===== src/rtl/dino_jump.sv =====
// rtl/dino_jump.sv - jump physics for the dino: tick-driven rise/fall with integer gravity.
// Tick and button are resynchronised to clk; all motion happens on single-clk tick strobes.
module dino_jump #(
  parameter int V0 = 12,
  parameter int HW = 7
) (
  input  logic          clk,
  input  logic          rst,
  input  logic          tick_src,
  input  logic          jump_btn,
  input  logic          pause,
  output logic [HW-1:0] height,
  output logic          airborne,
  output logic          land_pulse
);

  typedef enum logic [1:0] {
    GROUND = 2'd0,
    RISE   = 2'd1,
    FALL   = 2'd2
  } state_t;

  state_t        state, state_n;
  logic          t1, t2, tick;
  logic          btn_m, btn_s;
  logic [HW-1:0] vel, vel_n, vel_inc;
  logic [HW-1:0] height_n;
  logic          jump_req, jump_req_n;
  logic          land_n;
  logic          advance, start;

  // tick_src is a data level from the divider; edge-detect it in the clk domain.
  always_ff @(posedge clk) begin
    if (rst) begin
      t1    <= 1'b0;
      t2    <= 1'b0;
      btn_m <= 1'b0;
      btn_s <= 1'b0;
    end else begin
      t1    <= tick_src;
      t2    <= t1;
      btn_m <= jump_btn;
      btn_s <= btn_m;
    end
  end

  assign tick    = t1 & ~t2;
  assign advance = tick & ~pause;
  assign start   = (state == GROUND) & advance & (jump_req | btn_s);
  assign vel_inc = vel + HW'(1);

  always_ff @(posedge clk) begin
    if (rst) begin
      state      <= GROUND;
      height     <= '0;
      vel        <= '0;
      jump_req   <= 1'b0;
      land_pulse <= 1'b0;
    end else begin
      state      <= state_n;
      height     <= height_n;
      vel        <= vel_n;
      jump_req   <= jump_req_n;
      land_pulse <= land_n;
    end
  end

  always_comb begin
    state_n    = state;
    height_n   = height;
    vel_n      = vel;
    jump_req_n = jump_req;
    land_n     = 1'b0;
    case (state)
      GROUND: begin
        if (start) begin
          height_n   = HW'(V0);
          vel_n      = HW'(V0 - 1);
          jump_req_n = 1'b0;
          state_n    = RISE;
        end else begin
          height_n = '0;
          // Presses are only remembered on the ground, including while paused.
          if (btn_s) jump_req_n = 1'b1;
        end
      end
      RISE: begin
        if (advance) begin
          if (vel == '0) begin
            state_n = FALL;
            vel_n   = '0;
          end else begin
            height_n = height + vel;
            vel_n    = vel - HW'(1);
          end
        end
      end
      FALL: begin
        if (advance) begin
          // Clamp at the ground so the subtraction can never wrap.
          if (height <= vel_inc) begin
            height_n = '0;
            vel_n    = '0;
            state_n  = GROUND;
            land_n   = 1'b1;
          end else begin
            height_n = height - vel_inc;
            vel_n    = vel_inc;
          end
        end
      end
      default: begin
        state_n  = GROUND;
        height_n = '0;
        vel_n    = '0;
      end
    endcase
  end

  assign airborne = (state != GROUND);

endmodule


===== config.mk =====
export PLATFORM = sky130hd
export DESIGN_NAME = dino_jump
export DESIGN_NICKNAME = d
export VERILOG_FILES = /design/src/rtl/dino_jump.sv
export SDC_FILE = /design/constraint.sdc
export NUM_CORES = 1
export LEC_CHECK = 0
export BUFFER_PORTS_ARGS = -buffer_cell sky130_fd_sc_hd__buf_2
export CORE_ASPECT_RATIO = 2
export CORE_MARGIN = 2
export CORE_UTILIZATION = 54
export DETAILED_ROUTE_END_ITERATION = 8
export GPL_TIMING_DRIVEN = 0
export PLACE_DENSITY = 0.76
export SYNTH_ARGS = -nofsm -noshare
export SYNTH_HDL_FRONTEND = slang
export SYNTH_SLANG_ARGS = --single-unit

===== constraint.sdc =====
create_clock -name clk -period 2.4 [get_ports clk]
set_clock_uncertainty 0.1 [all_clocks]
set_input_delay 0.24 -clock clk [delete_from_list [all_inputs] [get_ports clk]]
set_output_delay 0.24 -clock clk [all_outputs]
set_load 0.1 [all_outputs]

# ---- Word level (Yosys, flattened, before mapping)
# Index checks and enable logic that the tools add are counted.
dict set report word_totals {
  mem_count 0
  latchBits 0
  ff_bits 22
  mem_bits_ro 0
  mem_bits_rw 0
  word_cells 61
}
dict set report op_classes {
  bitwise 9
  mux 21
  n_div 0
  n_eq_ne 8
  reduce_logical 9
  add_sub_neg 4
  n_lt_le_gt_ge 1
  n_mul 0
  shift 0
}
# cell n
set op_table {}
lappend op_table {{7-bit two-way mux} 9}
lappend op_table {{7-bit case mux with 3 select lines} 2}
lappend op_table {{2-bit inequality test (second input constant)} 6}
lappend op_table {{2-bit two-way mux} 5}
lappend op_table {{7-bit by 1-bit adder with 7-bit output (second input constant)} 1}
lappend op_table {{7-bit adder} 1}
lappend op_table {{7-bit <= comparator} 1}
lappend op_table {{7-bit logical NOT} 1}
lappend op_table {{7-bit by 1-bit subtractor with 7-bit output (second input constant)} 1}
lappend op_table {{7-bit subtractor} 1}
lappend op_table {{2-bit case mux with 3 select lines} 1}
lappend op_table {{3-bit AND reduction} 2}
lappend op_table {{5-bit AND reduction} 1}
lappend op_table {{1-bit AND} 4}
lappend op_table {{4-bit two-way mux} 1}
lappend op_table {{1-bit NOT} 4}
lappend op_table {{2-bit nonzero test} 2}
lappend op_table {{1-bit two-way mux} 3}
lappend op_table {{3-bit OR reduction} 1}
lappend op_table {{2-bit by 1-bit == test with 1-bit output (second input constant)} 1}
lappend op_table {{2-bit == test (second input constant)} 1}
lappend op_table {{2-bit logical NOT} 1}
lappend op_table {{2-bit AND reduction} 1}
lappend op_table {{1-bit OR} 1}

# ---- Longest topological paths before layout
# Gate-level depths: netlist of run 1.
dict set report logic_depth {
  word_depth 7
  mapped_depth 11
  ltp_nobuf 10
}

# ---- Worst setup path before layout of run 1
# Ideal clock, no wire load.
dict set report synth_timing {
  path_kind {reg2reg}
  start {register height[2]}
  end {register height[1]}
  period_less_slack_ns 2.675
  setup_ns 0.118
  path_slack_ns -0.275
  required_ns 2.182
  stages_incl_launch_ff 8
  t_arrival_ns 2.457
  path_cell_list {dfxtp_1 ha_1 a21oi_1 a21oi_2 nor3_2 nor3_2 a32o_1 a22o_1}
}
dict set report synth_between {
  elab_chain_len 4
}
# element line_no
set synth_lines {}
lappend synth_lines {{start: declaration} 12} ;# output logic [HW-1:0] height,
lappend synth_lines {{start signal: assignment} 61} ;# height <= height_n;
lappend synth_lines {{7-bit <= comparator} 101} ;# if (height <= vel_inc) begin
lappend synth_lines {{7-bit two-way mux} 101}
lappend synth_lines {{7-bit two-way mux} 99} ;# if (advance) begin
lappend synth_lines {{7-bit case mux with 3 select lines} 74} ;# case (state)
# No other way between the ends. The select of a mux whose other input is x is not followed.
# A chain may end at the register's enable or synchronous reset.

# ---- Worst setup path after layout of run 1
dict set report layout_timing {
  start {register vel[0]}
  end {register height[1]}
}
dict set report layout_between {
  elab_chain_len 5
  word_cells_on_any_way 12
  cone_classes {add/sub: 3; order compare: 1; eq/ne: 1; mux: 5; reduce/logical: 2}
}
# element line_no
set layout_lines {}
lappend layout_lines {{start: declaration} 26} ;# logic [HW-1:0] vel, vel_n, vel_inc;
lappend layout_lines {{start signal: assignment} 62} ;# vel <= vel_n;
lappend layout_lines {{7-bit by 1-bit adder with 7-bit output} 50} ;# assign vel_inc = vel + HW'(1);
lappend layout_lines {{7-bit subtractor / 7-bit <= comparator (equally long branches)} {107, 101}}
lappend layout_lines {{7-bit two-way mux} 101}
lappend layout_lines {{7-bit two-way mux} 99}
lappend layout_lines {{7-bit case mux with 3 select lines} 74}
# Parallel ways exist; a longest one is shown, timed or not. The select of a mux whose other input is x is not followed.

==> results of run 1 <==
[power by group through the flow]
stage          logic (mW)  clock network (mW)  registers, mW
6_report            0.103               0.245          0.371
2_1_floorplan      0.0636                   0          0.384
5_1_grt             0.110               0.257          0.372
4_1_cts            0.0965               0.248          0.371
3_5_place_dp       0.0871                   0          0.383
3_3_place_gp       0.0859                   0          0.383
[layer usage]
metal / vias up / routed length [um]
met5: - / 0
met4: 0 / 507
met3: 54 / 277
met2: 112 / 2956
met1: 960 / 2058
li1: 931 / -
[through the flow]
step	setup slack, ns	setup TNS [ns]	cells	util	hold WS, ns
after floorplan	0.009189	0	229	-	0.2682
after global placement	-0.4002	-3.139	273	0.6052	0.3388
after detailed placement	-0.4713	-3.821	273	0.6052	0.3366
after CTS	-0.05587	-0.2189	294	0.6895	0.07784
after global routing	-0.2798	-2.779	300	0.7270	0.09352
final	-0.2054	-1.341	300	0.7270	0.07793
[critical path: cells and delay by family (launching register included)]
family	cells	cell delay, ns
buf+inv	1	0.13
compound gates	3	0.62
fa+ha+maj	2	0.56
simple gates	4	0.53
flops	1	0.40
xor+xnor	1	0.16
[layout make-up]
type	count	area (um^2)
plain buffers	11	76.32
repair buffers	35	242.7
multi-input cells	188	1525
flip-flops and latches	22	469.2
fillers	263	912.1
inverters	8	30.03
clock buffers	4	45.04
well taps	32	40.04
[worst paths after layout]
check,start,endpoint,slack [ns]
hold reg to reg,btn_m,btn_s,0.35
setup / recovery,vel[0],height[1],-0.21
hold / removal,jump_btn,btn_m,0.08
setup reg to reg,vel[0],height[1],-0.21
[Yosys cell counts, types with 2 or more instances]
cell | instances | area, um^2
a21oi_1 | 28 | 140.1
dfxtp_1 | 22 | 440.4
nor2_1 | 18 | 67.56
ha_1 | 15 | 187.7
nand2_1 | 13 | 48.80
o21ai_0 | 12 | 60.06
nand3_1 | 9 | 45.04
inv_1 | 8 | 30.03
a211oi_1 | 6 | 45.04
clkbuf_1 | 6 | 22.52
xnor2_1 | 6 | 52.55
xor2_1 | 6 | 52.55
a21o_1 | 5 | 37.54
nor3_1 | 5 | 25.02
a22o_1 | 4 | 35.03
nor2b_1 | 4 | 25.02
o22ai_1 | 4 | 25.02
or3_1 | 4 | 25.02
buf_2 | 3 | 15.01
nand2b_1 | 3 | 18.77
nand4_1 | 3 | 18.77
o211ai_1 | 3 | 22.52
a21boi_0 | 2 | 15.01
a22oi_1 | 2 | 15.01
a31oi_1 | 2 | 12.51
buf_6 | 2 | 22.52
fa_1 | 2 | 40.04
mux2i_1 | 2 | 20.02
nand3b_1 | 2 | 15.01
nor3_2 | 2 | 20.02
o21bai_1 | 2 | 15.01
o31ai_1 | 2 | 15.01
or2_2 | 2 | 12.51
[cell families after synthesis]
family / Yosys count
buf+inv: 19
flops: 22
xor+xnor: 12
compound gates: 86
simple gates: 71
fa+ha+maj: 17
mux: 2
[registers in the layout, indices dropped and copies added (netlist names)]
signal and count:
height 7, state 2, t2 1, land_pulse 1, btn_s 1, btn_m 1
t1 1, jump_req 1, vel 7
[repair_timing]
| action | in CTS | in global routing |
|---|---|---|
| setup endpoints to repair | 16 | 16 |
| gates resized for setup | 20 | 13 |
| setup buffers | 17 | 6 |
| pin swaps | 17 | 12 |
==> flow_summary.toml, run 1 <==
[outcome]
outcome = "finished with violations"
failed_checks = "negative setup slack"

[clocking]
clock_sinks = 22
clk_pin_slew_ns = 0.08
worstSkewPairLatency_ns = 0.27
cts_root_buf = "clkbuf_8"
htree_levels = 1
cts_buffers = 3
cts_hold_buf = 0
cts_buffer_depth = 2
cts_tree = "yes"

[synthesis]
async_flop_share = 0
ys.warnings.count = 0
synthXorXnorAreaFrac = 0.05699
synthFlopType = "dfxtp_1"
syn_area_per_cell_um2 = 8.054
yosysSeqAreaShare = 0.2388
synth_enable_flop_cells = 0
syn_nets = 251
yosys.area_share.simple = 0.2022
syn_inst = 229
synth_compound_area_frac = 0.3189
syn_area_um2 = 1844
synth.area.mux_share = 0.01085
post_synth_num_cell_types = 53
synth_top_family_by_area = "compound AO/OA/AOI/OAI gates"
synth-adder-area-share = 0.1235
ys_ff_latch = 22

[routing]
firstDrtPassIters = 4
drt-initial-drc-count = 110
drcViolationCount = 0
viasPerCell = 6.857
drtAntennaViolNets = 0
dr_total_vias = 2057
wl_um = 5800
wire_per_inst_um = 19.33

[setup_path]
timing_worst_setup_path_type = "reg2reg"
cpPeakStageDelay_ns = 0.40
critPathMostFrequentCell = "nor3_4"
slowest_stage = "dfxtp_4"
path_cells = "ha_4 -> nand3_4 -> xor2_2 -> ha_1 -> a211oi_2 -> nor2_2 -> nor3_4 -> nor3_4 -> buf_6 -> a32o_1 -> a22o_1"
crit_fanout = 5
crit_arrival_ns = 2.67
end_kind = "register"
cp.required_ns = 2.46
reg2regPathDepth = 11
startpoint_type = "register"

[place]
hpwl_um = 4005
gp_congestion = 0.9397
port_buffers = 12
place_area_um2 = 2022

[global_routing]
grt_pass1_vias = 2001
antenna_found_initial = 0
grt_use_met3 = 0.03333
use_met1 = 0.3157
grt_max_degree = 13
grt_use_met2 = 0.5442
grt_pass1_wl_um = 9114
busiest_layer = "met2"
grt_usage = 0.3152
overflow = 0

[layout]
final_common_cell = "a21oi_1"
num_antenna_cells = 0
design_area_um2 = 2429
final_cell_mix = "26 x a21oi_1, 20 x buf_4, 15 x nor2_1"
finalNetCount = 291
area_growth_pct = 31.68
drive_gt1_frac = 0.3358

[power_and_ir_drop]
clockPowerShare = 0.341
intPower_mw = 0.5226
total_power_mw = 0.7186
switching_share = 0.2728
pwr-share-comb = 0.143
peakVddDrop_v = 0.0003406
p_switching_mw = 0.1960
p_leak_nw = 0.9779
seqPwrFrac = 0.516
powerDensity_nw_per_um2 = 295.9

[job]
maxCapViolCount = 0

[worst_hold_path]
worstHoldPathType = "in2reg"
holdPathStages = 2

[timing]
rsz0062_at_grt = "true"
max_freq_mhz = 383.8
worst_slew_pin_slew_ns = 0.6134
hold_violations = 0
timing.final.crit_share = 1.086
period_needed_ns = 2.605
finalSetupViolCount = 14
fin_ws_ns = -0.2054
drv_slew = 0
relSlewSlack = 0.5911

[die]
coreArea_um2 = 3341
dieArea_um2 = 3927
io_pins = 14
die_y_um = 86.65
dieWidth_um = 45.33
start_util = 0.5521
placement_rows = 30
(Power assumes the default switching activity.)
==> inputs of run 2 (changes only) <==
--- a/config.mk
+++ b/config.mk
@@ -8,10 +8,9 @@
 export BUFFER_PORTS_ARGS = -buffer_cell sky130_fd_sc_hd__buf_2
 export CORE_ASPECT_RATIO = 2
 export CORE_MARGIN = 2
-export CORE_UTILIZATION = 54
+export CORE_UTILIZATION = 30
 export DETAILED_ROUTE_END_ITERATION = 8
 export GPL_TIMING_DRIVEN = 0
-export PLACE_DENSITY = 0.76
 export SYNTH_ARGS = -nofsm -noshare
 export SYNTH_HDL_FRONTEND = slang
 export SYNTH_SLANG_ARGS = --single-unit
==> run 2 against run 1 <==
Against the previous run:
- the flow still finishes with violations (negative setup slack)
- sequential power is essentially flat
- die area rose by 74%
- critical path type unchanged
- core utilization down 29 points
- setup slack better by 0.083 ns
- clock power is 53% higher
- register-to-register slack improved by 0.08 ns
- via count fell by 3.2%
- first-iteration DRC count is 31% lower
- global-route usage is 12 points lower
- cell area up 6.0%
==> flow_summary.toml, run 2 (same netlist as run 1, synthesis figures left out) <==
[outcome]
outcome = "finished with violations"
failed_checks = "negative setup slack"

[worst_hold_path]
holdPathStages = 2
hp-start = "jump_btn"
worst_hold_path.endpoint = "btn_m"
worstHoldPathType = "in2reg"

[job]
maxCapViolCount = 0

[power_and_ir_drop]
seqPwrFrac = 0.436
intPower_mw = 0.6302
switching_share = 0.2612
peakVddDrop_v = 0.0001866
p_leak_nw = 1.008
powerDensity_nw_per_um2 = 331.4
pwr-share-comb = 0.125
clockPowerShare = 0.440
p_switching_mw = 0.2228
total_power_mw = 0.8530

[global_routing]
overflow = 0
grt_pass1_vias = 1991
grt_usage = 0.1967
grt_pass1_wl_um = 9811
antenna_found_initial = 0
grt_max_degree = 13

[timing]
rsz0062_at_grt = "true"
fin_ws_ns = -0.1223
tns_ns = -0.7689
drv_slew = 0
max_freq_mhz = 396.5
worst_slew_pin_slew_ns = 0.6519
hold-worst-slack_ns = 0.08522
period_needed_ns = 2.522
timing.final.crit_share = 1.051
hold_violations = 0
finalSetupViolCount = 11
relSlewSlack = 0.5638

[clocking]
cts_root_buf = "clkbuf_16"
cts_tree = "yes"
cts_hold_buf = 0
htree_levels = 1
worstSkewPairLatency_ns = 0.27
clock_sinks = 22
cts_buffers = 3
cts_buffer_depth = 2
clk_pin_slew_ns = 0.06

[layout]
top_regs = "height x7, vel x7, state x2"
drive_gt1_frac = 0.3676
fill_cells = 594
post-route-util = 0.4321
instances_no_fill = 335
num_antenna_cells = 0
area_growth_pct = 39.55
design_area_um2 = 2574
final_cell_mix = "25 x a21oi_1, 25 x buf_4, 15 x nor2_1"
finalNetCount = 295

[place]
place_area_um2 = 2061
port_buffers = 12
post-place-ws_ns = -0.4995
place_inst = 304
gp_congestion = 0.9529
hpwl_um = 4639

[die]
dieArea_um2 = 6828
dieWidth_um = 59.44
start_util = 0.3097
placement_rows = 40
coreArea_um2 = 5956
io_pins = 14
die_y_um = 114.9

[routing]
wire_per_inst_um = 19.18
wl_um = 6426
drtAntennaViolNets = 0
drt-initial-drc-count = 76
drcViolationCount = 0
dr_total_vias = 1991
viasPerCell = 5.943
firstDrtPassIters = 4

[setup_path]
timing.rr.end = "vel[3]"
rrSetupSlack_ns = -0.12
crit_arrival_ns = 2.55
reg2reg_from = "vel[1]"
timing_worst_setup_path_type = "reg2reg"
crit_fanout = 6
startpoint_type = "register"
cp.required_ns = 2.43
end_kind = "register"
reg2regPathDepth = 11
## run 2: power by group through the flow
| stage | Combinational [mW] | Sequential (mW) | Clock [mW] |
|---|---|---|---|
| final | 0.106 | 0.372 | 0.375 |
| after CTS | 0.0978 | 0.373 | 0.379 |
| after detailed placement | 0.0893 | 0.383 | 0 |
| after global placement | 0.0889 | 0.383 | 0 |
| after floorplan | 0.0636 | 0.384 | 0 |
| after global routing | 0.115 | 0.372 | 0.394 |
## run 2: worst max-delay path: stages (launching register included)
cell,delay (ns)
dfxtp_4,0.40
ha_4,0.21
nand3_4,0.11
xor2_4,0.18
ha_4,0.23
a211oi_2,0.20
nor2_2,0.09
buf_4,0.14
o311ai_4,0.34
a21oi_1,0.07
a21oi_1,0.17
o22ai_2,0.12
## run 2: worst max path at each step
stage          cells past startpoint        end    from  slack [ns]
2_1_floorplan                     10     vel[0]  vel[0]       0.009
3_3_place_gp                      11     vel[1]  vel[2]       -0.43
3_5_place_dp                      11     vel[1]  vel[2]       -0.50
4_1_cts                           10  height[3]  vel[1]       -0.10
5_1_grt                           10  height[4]  vel[2]       -0.25
6_report                          11     vel[3]  vel[1]       -0.12
## run 2: per-layer routing
layer  wire (um)  global-route usage  part of all wire
met1        2123              0.1829              0.33
met5           0                   0                 0
met2        3515              0.3597              0.55
met4         617              0.1773             0.096
met3         169             0.01125             0.026
## run 2: layout make-up
type	count	area [um^2]	share of cell area
buffer	11	76.32	0.02965
clock buffer	3	75.07	0.02917
clock inverter	1	3.754	0.001458
inverter	8	30.03	0.01167
multi-input combinational	188	1563	0.6072
sequential	22	469.2	0.1823
tap	63	78.83	0.03063
timing repair buffer	39	277.8	0.1079
## run 2: repair_timing
item,CTS,global route
endpoints found under the hold margin,0,0
gates resized for setup,16,22
buffers inserted,20,7
setup endpoints to repair,16,16
pin swaps,14,13
